==> config.mk <==
export PLATFORM = sky130hd
export DESIGN_NAME = irq_controller
export DESIGN_NICKNAME = d
export VERILOG_FILES = /design/src/rtl/irq_controller_pkg.sv /design/src/rtl/irq_gateway.sv /design/src/rtl/irq_controller.sv
export SDC_FILE = /design/constraint.sdc
export NUM_CORES = 1
export LEC_CHECK = 0
export ABC_AREA = 0
export ABC_CLOCK_PERIOD_IN_PS = 2520
export BUFFER_PORTS_ARGS = -buffer_cell sky130_fd_sc_hd__buf_4
export CAP_MARGIN = 25
export CORE_AREA = 2 2 70 72
export DETAILED_ROUTE_END_ITERATION = 8
export DIE_AREA = 0 0 72 74
export PLACE_DENSITY = 0.87
export SLEW_MARGIN = 20
export SYNTH_ARGS = -nofsm -noshare
export SYNTH_HDL_FRONTEND = slang
export SYNTH_SLANG_ARGS = --single-unit
==> constraint.sdc <==
create_clock -name clk_i -period 2.52 [get_ports clk_i]
set_input_delay 0.504 -clock clk_i [delete_from_list [all_inputs] [get_ports clk_i]]
set_output_delay 0.504 -clock clk_i [all_outputs]
set_load 0.005 [all_outputs]
==> src/rtl/irq_controller_pkg.sv <==
// Shared definitions for the external interrupt controller: register offsets,
// FSM state encoding and the fixed-priority winner encoder.
package irq_controller_pkg;

  localparam logic [3:0] IRQ_PENDING_OFS = 4'h0;
  localparam logic [3:0] IRQ_ENABLE_OFS  = 4'h4;
  localparam logic [3:0] IRQ_CLAIM_OFS   = 4'h8;
  localparam logic [3:0] IRQ_CONFIG_OFS  = 4'hC;

  localparam int unsigned IRQ_MAX_SRC = 31;

  typedef enum logic [1:0] {
    IRQ_IDLE   = 2'd0,
    IRQ_ASSERT = 2'd1,
    IRQ_WAIT   = 2'd2
  } irq_state_e;

  // Lowest set index wins; returns index+1, or 0 when nothing is active.
  function automatic logic [4:0] irq_winner_id(input logic [IRQ_MAX_SRC-1:0] act);
    logic [4:0] id;
    id = '0;
    for (int unsigned i = IRQ_MAX_SRC; i > 0; i--) begin
      if (act[i-1]) id = 5'(i);
    end
    return id;
  endfunction

endpackage

==> src/rtl/irq_gateway.sv <==
// Per-source interrupt gateway: optional two-flop synchronizer
// (IRQ_CONTROLLER_SYNC_EN), source sample flop, edge detect and pending bit.
module irq_gateway
  import irq_controller_pkg::*;
(
  input  logic clk_i,
  input  logic reset_i,
  input  logic src,
  input  logic edge_mode,
  input  logic w1c,
  input  logic claim_clr,
  output logic pending
);

  logic src_s;
  logic src_q;

`ifdef IRQ_CONTROLLER_SYNC_EN
  logic sync1;
  logic sync2;

  always_ff @(posedge clk_i or negedge reset_i) begin
    if (!reset_i) begin
      sync1 <= 1'b0;
      sync2 <= 1'b0;
    end else begin
      sync1 <= src;
      sync2 <= sync1;
    end
  end

  assign src_s = sync2;
`else
  assign src_s = src;
`endif

  always_ff @(posedge clk_i or negedge reset_i) begin
    if (!reset_i) begin
      src_q <= 1'b0;
    end else begin
      src_q <= src_s;
    end
  end

  // Level mode follows the sample flop; edge mode latches, and a new edge beats a clear.
  always_ff @(posedge clk_i or negedge reset_i) begin
    if (!reset_i) begin
      pending <= 1'b0;
    end else if (!edge_mode) begin
      pending <= src_q;
    end else if (src_s && !src_q) begin
      pending <= 1'b1;
    end else if (w1c || claim_clr) begin
      pending <= 1'b0;
    end
  end

endmodule

==> src/rtl/irq_controller.sv <==
// Memory-mapped external interrupt controller with claim/complete handshake.
// Define IRQ_CONTROLLER_SYNC_EN to add source synchronizers in each gateway.
module irq_controller
  import irq_controller_pkg::*;
#(
  parameter int unsigned NUM_SRC = 8
) (
  input  logic               clk_i,
  input  logic               reset_i,
  input  logic               csb_i,
  input  logic               wen_i,
  input  logic [3:0]         addr_i,
  input  logic [31:0]        data_i,
  input  logic [3:0]         wmask_i,
  output logic [31:0]        data_o,
  input  logic [NUM_SRC-1:0] src_i,
  input  logic               irq_ack_i,
  output logic               meip_o
);

  irq_state_e         state_q, state_n;
  logic [NUM_SRC-1:0] enable_q;
  logic [NUM_SRC-1:0] config_q;
  logic [4:0]         claim_q, claim_n;
  logic [NUM_SRC-1:0] pending;
  logic [NUM_SRC-1:0] act;
  logic [NUM_SRC-1:0] w1c_vec;
  logic [NUM_SRC-1:0] claim_clr;
  logic [4:0]         winner;
  logic               take;
  logic               complete;
  logic [31:0]        byte_mask;
  logic [NUM_SRC-1:0] wr_mask;
  logic [NUM_SRC-1:0] wr_data;
  logic [3:0]         reg_ofs;
  logic               wr;
  logic               unused_bits;

  assign reg_ofs   = {addr_i[3:2], 2'b00};
  assign wr        = !csb_i && !wen_i;
  assign byte_mask = {{8{wmask_i[3]}}, {8{wmask_i[2]}}, {8{wmask_i[1]}}, {8{wmask_i[0]}}};
  assign wr_mask   = byte_mask[NUM_SRC-1:0];
  assign wr_data   = data_i[NUM_SRC-1:0];
  assign w1c_vec   = (wr && reg_ofs == IRQ_PENDING_OFS) ? (wr_data & wr_mask) : '0;
  assign complete  = wr && reg_ofs == IRQ_CLAIM_OFS && wmask_i[0] && data_i[4:0] == claim_q;
  assign unused_bits = ^{addr_i[1:0], data_i};

  assign act    = pending & enable_q;
  assign winner = irq_winner_id(IRQ_MAX_SRC'(act));

  for (genvar g = 0; g < NUM_SRC; g++) begin : g_gw
    irq_gateway u_gw (
      .clk_i     (clk_i),
      .reset_i   (reset_i),
      .src       (src_i[g]),
      .edge_mode (config_q[g]),
      .w1c       (w1c_vec[g]),
      .claim_clr (claim_clr[g]),
      .pending   (pending[g])
    );
  end

  always_ff @(posedge clk_i or negedge reset_i) begin
    if (!reset_i) begin
      enable_q <= '0;
      config_q <= '0;
    end else if (wr) begin
      if (reg_ofs == IRQ_ENABLE_OFS) enable_q <= (enable_q & ~wr_mask) | (wr_data & wr_mask);
      if (reg_ofs == IRQ_CONFIG_OFS) config_q <= (config_q & ~wr_mask) | (wr_data & wr_mask);
    end
  end

  always_comb begin
    state_n = state_q;
    claim_n = claim_q;
    take    = 1'b0;
    case (state_q)
      IRQ_IDLE: begin
        if (|act) state_n = IRQ_ASSERT;
      end
      IRQ_ASSERT: begin
        if (irq_ack_i && |act) begin
          take    = 1'b1;
          claim_n = winner;
          state_n = IRQ_WAIT;
        end else if (!(|act)) begin
          state_n = IRQ_IDLE;
        end
      end
      IRQ_WAIT: begin
        if (complete) begin
          claim_n = '0;
          state_n = IRQ_IDLE;
        end
      end
      default: state_n = IRQ_IDLE;
    endcase
  end

  always_comb begin
    claim_clr = '0;
    for (int unsigned i = 0; i < NUM_SRC; i++) begin
      claim_clr[i] = take && (winner == 5'(i + 1));
    end
  end

  // meip_o is a registered copy of "next state is ASSERT".
  always_ff @(posedge clk_i or negedge reset_i) begin
    if (!reset_i) begin
      state_q <= IRQ_IDLE;
      claim_q <= '0;
      meip_o  <= 1'b0;
    end else begin
      state_q <= state_n;
      claim_q <= claim_n;
      meip_o  <= (state_n == IRQ_ASSERT);
    end
  end

  always_comb begin
    data_o = '0;
    if (!csb_i) begin
      case (reg_ofs)
        IRQ_PENDING_OFS: data_o = 32'(pending);
        IRQ_ENABLE_OFS:  data_o = 32'(enable_q);
        IRQ_CLAIM_OFS:   data_o = 32'(claim_q);
        IRQ_CONFIG_OFS:  data_o = 32'(config_q);
        default:         data_o = '0;
      endcase
    end
  end

endmodule

==> results of run 1 <==
-- layout make-up --
| type | count | area [µm²] | area share, % |
|---|---|---|---|
| clock buffers | 6 | 72.57 | 2.901 |
| inverters | 8 | 30.03 | 1.201 |
| repair buffers | 34 | 255.2 | 10.21 |
| multi-input cells | 155 | 1100 | 43.97 |
| well taps | 54 | 67.56 | 2.701 |
| flip-flops and latches | 39 | 975.9 | 39.02 |
-- routing by layer --
layer  share of wire [%]  routed length, µm  up-vias
met5                   0                  0        -
met4                 1.4                 67        0
met3                 7.2                335        7
met2                  46               2169       67
met1                  45               2111      790
li1                    -                  -      778
-- worst reg2reg max path, stage by stage, from the launching register on --
cell and delay, ns:
dfrtp_1 0.44, a222oi_1 0.58, and4b_1 0.31, a21boi_0 0.21, o221ai_1 0.14
-- power breakdown --
group	total, W	switching [W]	internal (W)
sequential	0.000945	0.000165	0.000779
combinational	0.000615	0.000281	0.000334
clock	0.000396	0.000211	0.000184
-- placed cells by master, fill, tap and decap left out, drive strengths merged, types with 2 or more instances in the layout --
cell    Yosys  final
a211oi      2      2
a21boi      2      2
a21oi       2      2
a221o       2      2
a22oi       4      4
a31oi       4      4
a32oi       3      3
and2        2      2
and3        3      3
and4b       2      2
buf        28     34
clkbuf      2      6
conb        1     24
dfrtp      39     39
inv         8      8
mux2       17     17
mux2i       6      6
mux4        4      4
nand2      15     15
nand2b      5      5
nand3       9      9
nand3b      2      2
nand4       2      2
nor2       13     13
nor2b       5      5
nor3b       2      2
o211ai      2      2
o21ai       5      5
o221ai      2      2
o31ai       2      2
xnor2       4      4
-- per-stage QoR --
step	worst slack (ns)	power [W]	cells	hold slack, ns
final	0.4666	0.001955	296	0.1707
after global routing	0.4126	0.002076	296	0.2061
after floorplan	0.4785	0.001380	232	0.2084
after CTS	0.4658	0.001956	296	0.1901
after detailed placement	0.4657	0.001559	290	0.4691
after global placement	0.4731	0.001533	290	0.4592
-- cells by family (layout without fill, tap and decap cells) --
logic type / count (synthesis) / after routing / synth area share, %
and+or+nand+nor: 63 / 63 / 15.94
xor gates and xnor gates: 4 / 4 / 1.571
AOI/OAI and AO/OA: 37 / 37 / 12.46
other: 1 / 24 / 0.1682
DFF: 39 / 39 / 43.77
muxes: 27 / 27 / 15.32
buffers and inverters: 38 / 48 / 10.77
-- how the worst max path moves through the flow --
stage                         start   endpoint  slack, ns
after floorplan           addr_i[2]  data_o[3]       0.48
after global placement    addr_i[2]  data_o[3]       0.47
after detailed placement  addr_i[2]  data_o[3]       0.47
after CTS                 addr_i[2]  data_o[3]       0.47
after global routing      addr_i[2]  data_o[0]       0.41
final                     addr_i[2]  data_o[0]       0.47
==> impl_metrics.tcl, run 1 <==
set metrics [dict create \
    outcome "complete, no violations" \
    avgSynthCellArea_um2 10.67 \
    post_synth_most_frequent_cells "dfrtp_1 (39), buf_4 (25), mux2_2 (17)" \
    power_density_nw_per_um2 781.7 \
    grtUsageTotal_pct 18.87 \
    vias 1642 \
    wl_um 4684 \
    grt.busiest_layer "met2" \
    fp.dieW_um 72 \
    cts_tree "built" \
    fmax_mhz 487.0 \
    cp_top_family "multiplexers" \
    netlist_instances 209 \
    synthArstFlopShare_pct 100.0 \
    cts_resized 0 \
    grtUsageMet2_pct 30.86 \
    synthFlopType "dfrtp_1" \
    gr-total-overflow 0 \
    critPathMostFrequentCell "buf_4" \
    dieArea_um2 5328 \
    regToRegSetupSlack_ns 0.72 \
    synth_largest_area_cell "dfrtp_1" \
    grt_setup_unrepaired "false" \
    max_slew.worst_pin.slew_ns 0.5529 \
    relSlewSlack_pct 63.14 \
    drtIter0Drc 133 \
    reg2reg_from "g_gw[2].u_gw.pending" \
    arrival_ns 1.55 \
    hold_buffers 0 \
    max_stage_delay_ns 0.52 \
    cp.depth 4 \
    clkTransAtPathRegs_ns 0.07 \
    dp_hpwl_um 3325 \
    crit_buf_inv 2 \
    min_path_type "input pin to async pin" \
    synthTopCellsByArea "dfrtp_1 (44%), mux2_2 (8.6%), buf_4 (8.4%), mux4_2 (4.0%), mux2i_1 (2.7%)" \
    detail_route.wl_per_cell_um 15.82 \
    synth_area_um2 2230 \
    ys_ff_latch 39 \
    cp_slowest_cell "mux4_2" \
    portBuffers 32 \
    cts_sinks 39 \
    reg2regPathDepth 4 \
    diodes 0 \
    area_delta_synth_final_pct 12.18 \
    antenna_found_initial 0 \
    synth_most_common_cell "dfrtp_1" \
    worstPathMaxFanout 15 \
    worst_clock_skew_ns 0.004471 \
    cts-root-buf "clkbuf_8" \
    clkLatencyLatePin_ns 0.30 \
    yosysTopAreaCellShare_pct 43.77 \
    final_hold_viol_count 0 \
    postCtsSetupBuffers 0 \
    dr.pass1.iters 4 \
    grt_pass1_vias 1543 \
    fin_tns_setup_ns 0 \
    ir_drop_mv 0.2857 \
    met3_usage_pct 5.556 \
    crit_chain "buf_4 > mux4_2 > nor2b_1 > buf_4" \
    placed_area_um2 2429 \
    synth_edf_count 0 \
    use_met1_pct 24.06 \
    grt_max_degree 40 \
    drv_slew 0 \
    required_ns 2.02 \
    finalSetupViolCount 0 \
    synth.distinct_cells 46 \
    nFillCells 412 \
    drc 0 \
    num_rows 25 \
    antenna_left 0 \
    synth_seq_area_share_pct 43.77 \
    grt_pass1_wl_um 7479 \
    endpoint_kind "output pin" \
    globalplace.congestion 0.8525 \
    max-cap-violations 0 \
    period_share_pct 81.48 \
    htree_levels 2 \
    nets 296 \
    finish.utilization_pct 54.39 \
    ys_warn_count 0 \
    drive_above_1_share_pct 27.27 \
    critPathKind "input pin to output pin" \
    avgViaCountPerCell 5.547 \
    ioPinCount 86 \
    cts_buffer_depth 2 \
    stdcell_area_um2 2501 \
    core-area_um2 4598 \
    fin_crit_ns 2.053 \
    die_h_um 74 \
    reg2reg_to "g_gw[5].u_gw.pending" \
    cts_buffers 5 \
    initial_utilization_pct 48.49 \
    p_leak_nw 1.153 \
    start_kind "input pin" \
]
Note: power is estimated with default switching activity, not from simulation.
==> run 2, diff against run 1 <==
--- a/config.mk
+++ b/config.mk
@@ -5,14 +5,14 @@
 export SDC_FILE = /design/constraint.sdc
 export NUM_CORES = 1
 export LEC_CHECK = 0
-export ABC_AREA = 0
-export ABC_CLOCK_PERIOD_IN_PS = 2520
+export ABC_AREA = 1
+export ABC_CLOCK_PERIOD_IN_PS = 2000
 export BUFFER_PORTS_ARGS = -buffer_cell sky130_fd_sc_hd__buf_4
 export CAP_MARGIN = 25
-export CORE_AREA = 2 2 70 72
+export CORE_AREA = 2 2 72 74
 export DETAILED_ROUTE_END_ITERATION = 8
-export DIE_AREA = 0 0 72 74
-export PLACE_DENSITY = 0.87
+export DIE_AREA = 0 0 74 76
+export PLACE_DENSITY = 0.86
 export SLEW_MARGIN = 20
 export SYNTH_ARGS = -nofsm -noshare
 export SYNTH_HDL_FRONTEND = slang
==> constraint.sdc (replaced) <==
create_clock -name clk_i -period 2 [get_ports clk_i]
set_input_delay 0.4 -clock clk_i [delete_from_list [all_inputs] [get_ports clk_i]]
set_output_delay 0.4 -clock clk_i [all_outputs]
set_load 0.005 [all_outputs]
==> run 2 against run 1 <==
Area after synthesis grew 5.8%. Non-clock buffer count is the same. Routed wire length grew 8.2%. Largest cell class unchanged.
==> impl_metrics.tcl, run 2 <==
set metrics [dict create \
    cts-root-buf "clkbuf_8" \
    hold_buffers 0 \
    portBuffers 32 \
    dp_hpwl_um 3755 \
    fin_tns_setup_ns 0 \
    antenna_left 0 \
    worst_clock_skew_ns 0.002547 \
    ir_drop_mv 0.4395 \
    grt_max_degree 40 \
    detail_route.wl_per_cell_um 12.36 \
    max_slew.worst_pin.slew_ns 0.5042 \
    worstPathMaxFanout 9 \
    power_frac_clock_pct 26.9 \
    initial_utilization_pct 48.01 \
    dr.pass1.iters 4 \
    critPathKind "input pin to output pin" \
    cts_sinks 39 \
    drc 0 \
    period_share_pct 86.29 \
    globalplace.congestion 0.8853 \
    final_cell_mix "nand2_1 (97), dfrtp_1 (39), inv_1 (38)" \
    drv_slew 0 \
    cts_buffer_depth 2 \
    endpoint_kind "output pin" \
    switching_power_w 0.0008971 \
    wl_um 5068 \
    antenna_found_initial 0 \
    p_int_w 0.001677 \
    pwr-share-comb_pct 30.3 \
    grt_setup_unrepaired "false" \
    ys_ff_latch 39 \
    outcome "complete, no violations" \
    synthTopCellsByArea "dfrtp_1 (41%), nand2_1 (15%), buf_4 (7.6%), o21ai_2 (6.3%), inv_1 (6.0%)" \
    synth_area_um2 2359 \
    synth.distinct_cells 28 \
    drive_above_1_share_pct 24.41 \
    nFillCells 468 \
    p_leak_nw 1.427 \
    cts_tree "built" \
    avgViaCountPerCell 4.802 \
    synthArstFlopShare_pct 100.0 \
    grtUsageTotal_pct 19.65 \
    dieArea_um2 5624 \
    die_h_um 76 \
    synth_largest_area_cell "dfrtp_1" \
    synth_edf_count 0 \
    core-area_um2 4912 \
    final_common_cell "nand2_1" \
    start_kind "input pin" \
    clkLatencyLatePin_ns 0.30 \
    required_ns 1.60 \
    synth_most_common_cell "nand2_1" \
    post_synth_most_frequent_cells "nand2_1 (97), dfrtp_1 (39), inv_1 (38)" \
    fp.dieW_um 74 \
    power_w 0.002574 \
    clkTransAtPathRegs_ns 0.08 \
    netlist_instances 302 \
    min_path_type "input pin to async pin" \
    synth_seq_area_share_pct 41.38 \
    diodes 0 \
    postCtsSetupBuffers 0 \
    nets 392 \
    yosysTopAreaCellShare_pct 41.38 \
    cts_resized 0 \
    drtIter0Drc 96 \
    p_sw_share_pct 34.85 \
    gr-total-overflow 0 \
    power_density_nw_per_um2 954.1 \
    ioPinCount 86 \
    avgSynthCellArea_um2 7.810 \
    synthFlopType "dfrtp_1" \
    power_frac_seq_pct 42.8 \
    num_rows 26 \
    vias 1969 \
    finalSetupViolCount 0 \
    max-cap-violations 0 \
    fmax_mhz 579.5 \
    final_hold_viol_count 0 \
    cts_buffers 5 \
    htree_levels 2 \
    fin_crit_ns 1.726 \
    arrival_ns 1.33 \
    relSlewSlack_pct 66.39 \
    grt_pass1_wl_um 8418 \
    ys_warn_count 0 \
    grt_pass1_vias 1883 \
    area_delta_synth_final_pct 14.38 \
]
[run 2: path summary, 6_finish.rpt]
path | startpoint | endpoint | slack [ns] | cells past startpoint
min in group clk_i | src_i[0] | g_gw[0].u_gw.src_q | 0.21 | 1
max in group asynchronous | reset_i | claim_q[0] | 1.59 | 1
worst min-delay path | reset_i | g_gw[5].u_gw.pending | 0.07 | 1
worst max-delay path | addr_i[2] | data_o[0] | 0.27 | 6
worst min register to register | g_gw[1].u_gw.src_q | g_gw[1].u_gw.pending | 0.50 | 2
worst max register to register | register | g_gw[4].u_gw.pending | 0.59 | 8
[run 2: routing by layer]
metal	routed length [µm]	track usage [%]
met1	2363	26.09
met2	2341	30.36
met3	294	5.556
met4	69	7.091
met5	0	0
[run 2: kinds of logic after synthesis]
| family | Yosys count | synth area share, % |
|---|---|---|
| simple gates | 146 | 28.91 |
| buf+inv | 69 | 15.49 |
| compound gates | 47 | 14.06 |
| flops | 39 | 41.38 |
| other cells | 1 | 0.1590 |
[run 2: layout make-up]
class / instances / area [µm²] / share of cell area [%]
flip-flops and latches: 39 / 975.9 / 36.18
clock buffers: 6 / 82.58 / 3.061
clock inverters: 2 / 35.03 / 1.299
multi-input cells: 217 / 1104 / 40.91
inverters: 42 / 157.7 / 5.844
well taps: 70 / 87.58 / 3.247
repair buffers: 34 / 255.2 / 9.462
[run 2: power by group through the flow]
stage	Sequential (W)	Clock (W)	Combinational (W)
after floorplan	0.00108	0	0.000600
after global placement	0.00111	0	0.000752
after detailed placement	0.00111	0	0.000779
after CTS	0.00110	0.000712	0.000782
after global routing	0.00113	0.000741	0.000896
final	0.00110	0.000692	0.000779
[run 2: critical path: stages]
cell	delay, ns
buf_4	0.11
inv_1	0.07
nor2_4	0.26
nand2_1	0.09
a41oi_1	0.24
buf_4	0.15
[run 2: metrics by stage]
step | area (µm²) | hold slack, ns | setup slack, ns | utilization, % | std cells
after floorplan | 2445 | 0.1044 | 0.5894 | - | 325
after global placement | 2580 | 0.3990 | 0.3018 | 52.52 | 402
after detailed placement | 2580 | 0.4042 | 0.2650 | 52.52 | 402
after CTS | 2698 | 0.07519 | 0.2560 | 54.92 | 410
after global routing | 2698 | 0.09868 | 0.1721 | 54.92 | 410
final | 2698 | 0.07030 | 0.2742 | 54.92 | 410
==> run 3, diff against run 2 <==
--- a/config.mk
+++ b/config.mk
@@ -12,7 +12,7 @@
 export CORE_AREA = 2 2 72 74
 export DETAILED_ROUTE_END_ITERATION = 8
 export DIE_AREA = 0 0 74 76
-export PLACE_DENSITY = 0.86
+export PLACE_DENSITY_LB_ADDON = 0.1
 export SLEW_MARGIN = 20
 export SYNTH_ARGS = -nofsm -noshare
 export SYNTH_HDL_FRONTEND = slang
==> run 3 against run 2 <==
Flip-flop and latch count is the same. Critical path type unchanged. Highest routed layer unchanged. Global-route usage grew 0.27 points. Combinational power shrank 0.6%. First-iteration DRC count shrank 8.3%. Maximum frequency grew 2.0%. Final area shrank 1.3%. Die area is the same.
==> impl_metrics.tcl, run 3 (synthesized netlist as in run 2, its figures left out) <==
set metrics [dict create \
    grt_pass1_vias 1754 \
    clkTransAtPathRegs_ns 0.08 \
    grt.busiest_layer "met1" \
    final_hold_viol_count 0 \
    drtIter0Drc 88 \
    clkLatencyLatePin_ns 0.30 \
    relSlewSlack_pct 65.16 \
    hold_buffers 0 \
    grt_max_degree 40 \
    core-area_um2 4912 \
    grtUsageTotal_pct 19.92 \
    power_w 0.002412 \
    dp_hpwl_um 3668 \
    ioPinCount 86 \
    dr.pass1.iters 4 \
    drc 0 \
    drv_slew 0 \
    cts_resized 0 \
    vias 1929 \
    p_sw_share_pct 37.32 \
    arrival_ns 1.29 \
    worst_clock_skew_ns 0.003791 \
    max-cap-violations 0 \
    p_int_w 0.001512 \
    portBuffers 32 \
    num_rows 26 \
    cts_buffers 5 \
    antenna_left 0 \
    grtUsageMet2_pct 27.86 \
    power_frac_seq_pct 45.5 \
    drive_above_1_share_pct 24.41 \
    detail_route.wl_per_cell_um 12.30 \
    diodes 0 \
    critPathKind "input pin to output pin" \
    gr-total-overflow 0 \
    switching_power_w 0.0009000 \
    cts_sinks 39 \
    required_ns 1.60 \
    area_delta_synth_final_pct 12.94 \
    nets 392 \
    pwr-share-comb_pct 32.1 \
    outcome "complete, no violations" \
    nFillCells 507 \
    finalSetupViolCount 0 \
    power_frac_clock_pct 22.4 \
    use_met1_pct 28.93 \
    min_path_type "input pin to async pin" \
    htree_levels 2 \
    fp.dieW_um 74 \
    fin_tns_setup_ns 0 \
    fmax_mhz 591.3 \
    cts_tree "built" \
    wl_um 5045 \
    max_slew.worst_pin.slew_ns 0.5226 \
    final_common_cell "nand2_1" \
    worstPathMaxFanout 9 \
    die_h_um 76 \
    antenna_found_initial 0 \
    met3_usage_pct 5.291 \
    cts-root-buf "clkbuf_8" \
    initial_utilization_pct 48.01 \
    power_density_nw_per_um2 905.4 \
    grt_setup_unrepaired "false" \
    globalplace.congestion 0.8492 \
    dieArea_um2 5624 \
    postCtsSetupBuffers 0 \
    p_leak_nw 1.413 \
    final_cell_mix "nand2_1 (97), dfrtp_1 (39), inv_1 (38)" \
    period_share_pct 84.56 \
    start_kind "input pin" \
    ir_drop_mv 0.4333 \
    fin_crit_ns 1.691 \
    endpoint_kind "output pin" \
    avgViaCountPerCell 4.705 \
    grt_pass1_wl_um 8466 \
    cts_buffer_depth 2 \
]
run 3: cell types whose count changed in the layout (fill, tap and decap cells not counted), sizes merged:
cell	previous run	this run
clkinv	2	4
clkbuf	6	5
bufinv	1	0
run 3: power groups by stage:
| stage | combinational (W) | sequential [W] | clock, W |
|---|---|---|---|
| 2_1_floorplan | 0.000600 | 0.00108 | 0 |
| 3_3_place_gp | 0.000765 | 0.00111 | 0 |
| 3_5_place_dp | 0.000778 | 0.00111 | 0 |
| 4_1_cts | 0.000782 | 0.00110 | 0.000558 |
| 5_1_grt | 0.000891 | 0.00113 | 0.000582 |
| 6_report | 0.000774 | 0.00110 | 0.000540 |
run 3: routing by layer:
metal	routed length [µm]	up-vias
met4	119	0
li1	-	989
met3	251	12
met1	2416	875
met5	0	-
met2	2258	53
run 3: path summary, 6_finish.rpt:
kind                       depth (start not counted)                   end  slack, ns                from
max                                                6             data_o[0]       0.31           addr_i[2]
min                                                1             async pin       0.07             reset_i
max in group asynchronous                          1             async pin       1.57             reset_i
min reg2reg                                        2  g_gw[1].u_gw.pending       0.49  g_gw[1].u_gw.src_q
min in group clk_i                                 1    g_gw[5].u_gw.src_q       0.21            src_i[5]
max reg2reg                                        8  g_gw[4].u_gw.pending       0.60            register
run 3: per-stage QoR:
step	instance area (µm²)	util (%)	hold WS, ns	instances	setup WS (ns)
final	2664	54.23	0.06819	410	0.3088
after detailed placement	2580	52.52	0.4133	402	0.3066
after global placement	2580	52.52	0.4124	402	0.2966
after CTS	2664	54.23	0.08337	410	0.3051
after floorplan	2445	-	0.1044	325	0.5894
after global routing	2664	54.23	0.1001	410	0.2272
run 3: layout make-up:
cell class	count	area, µm²	area share, %
multi-input combinational	217	1104	41.43
clock buffer	5	68.82	2.583
clock inverter	3	15.01	0.5636
timing repair buffer	34	255.2	9.582
tap	70	87.58	3.288
sequential	39	975.9	36.64
inverter	42	157.7	5.918
run 3: worst max-delay path: stages:
cell	delay (ns)
buf_4	0.11
inv_1	0.07
nor2_4	0.26
nand2_1	0.08
a41oi_1	0.22
buf_4	0.15
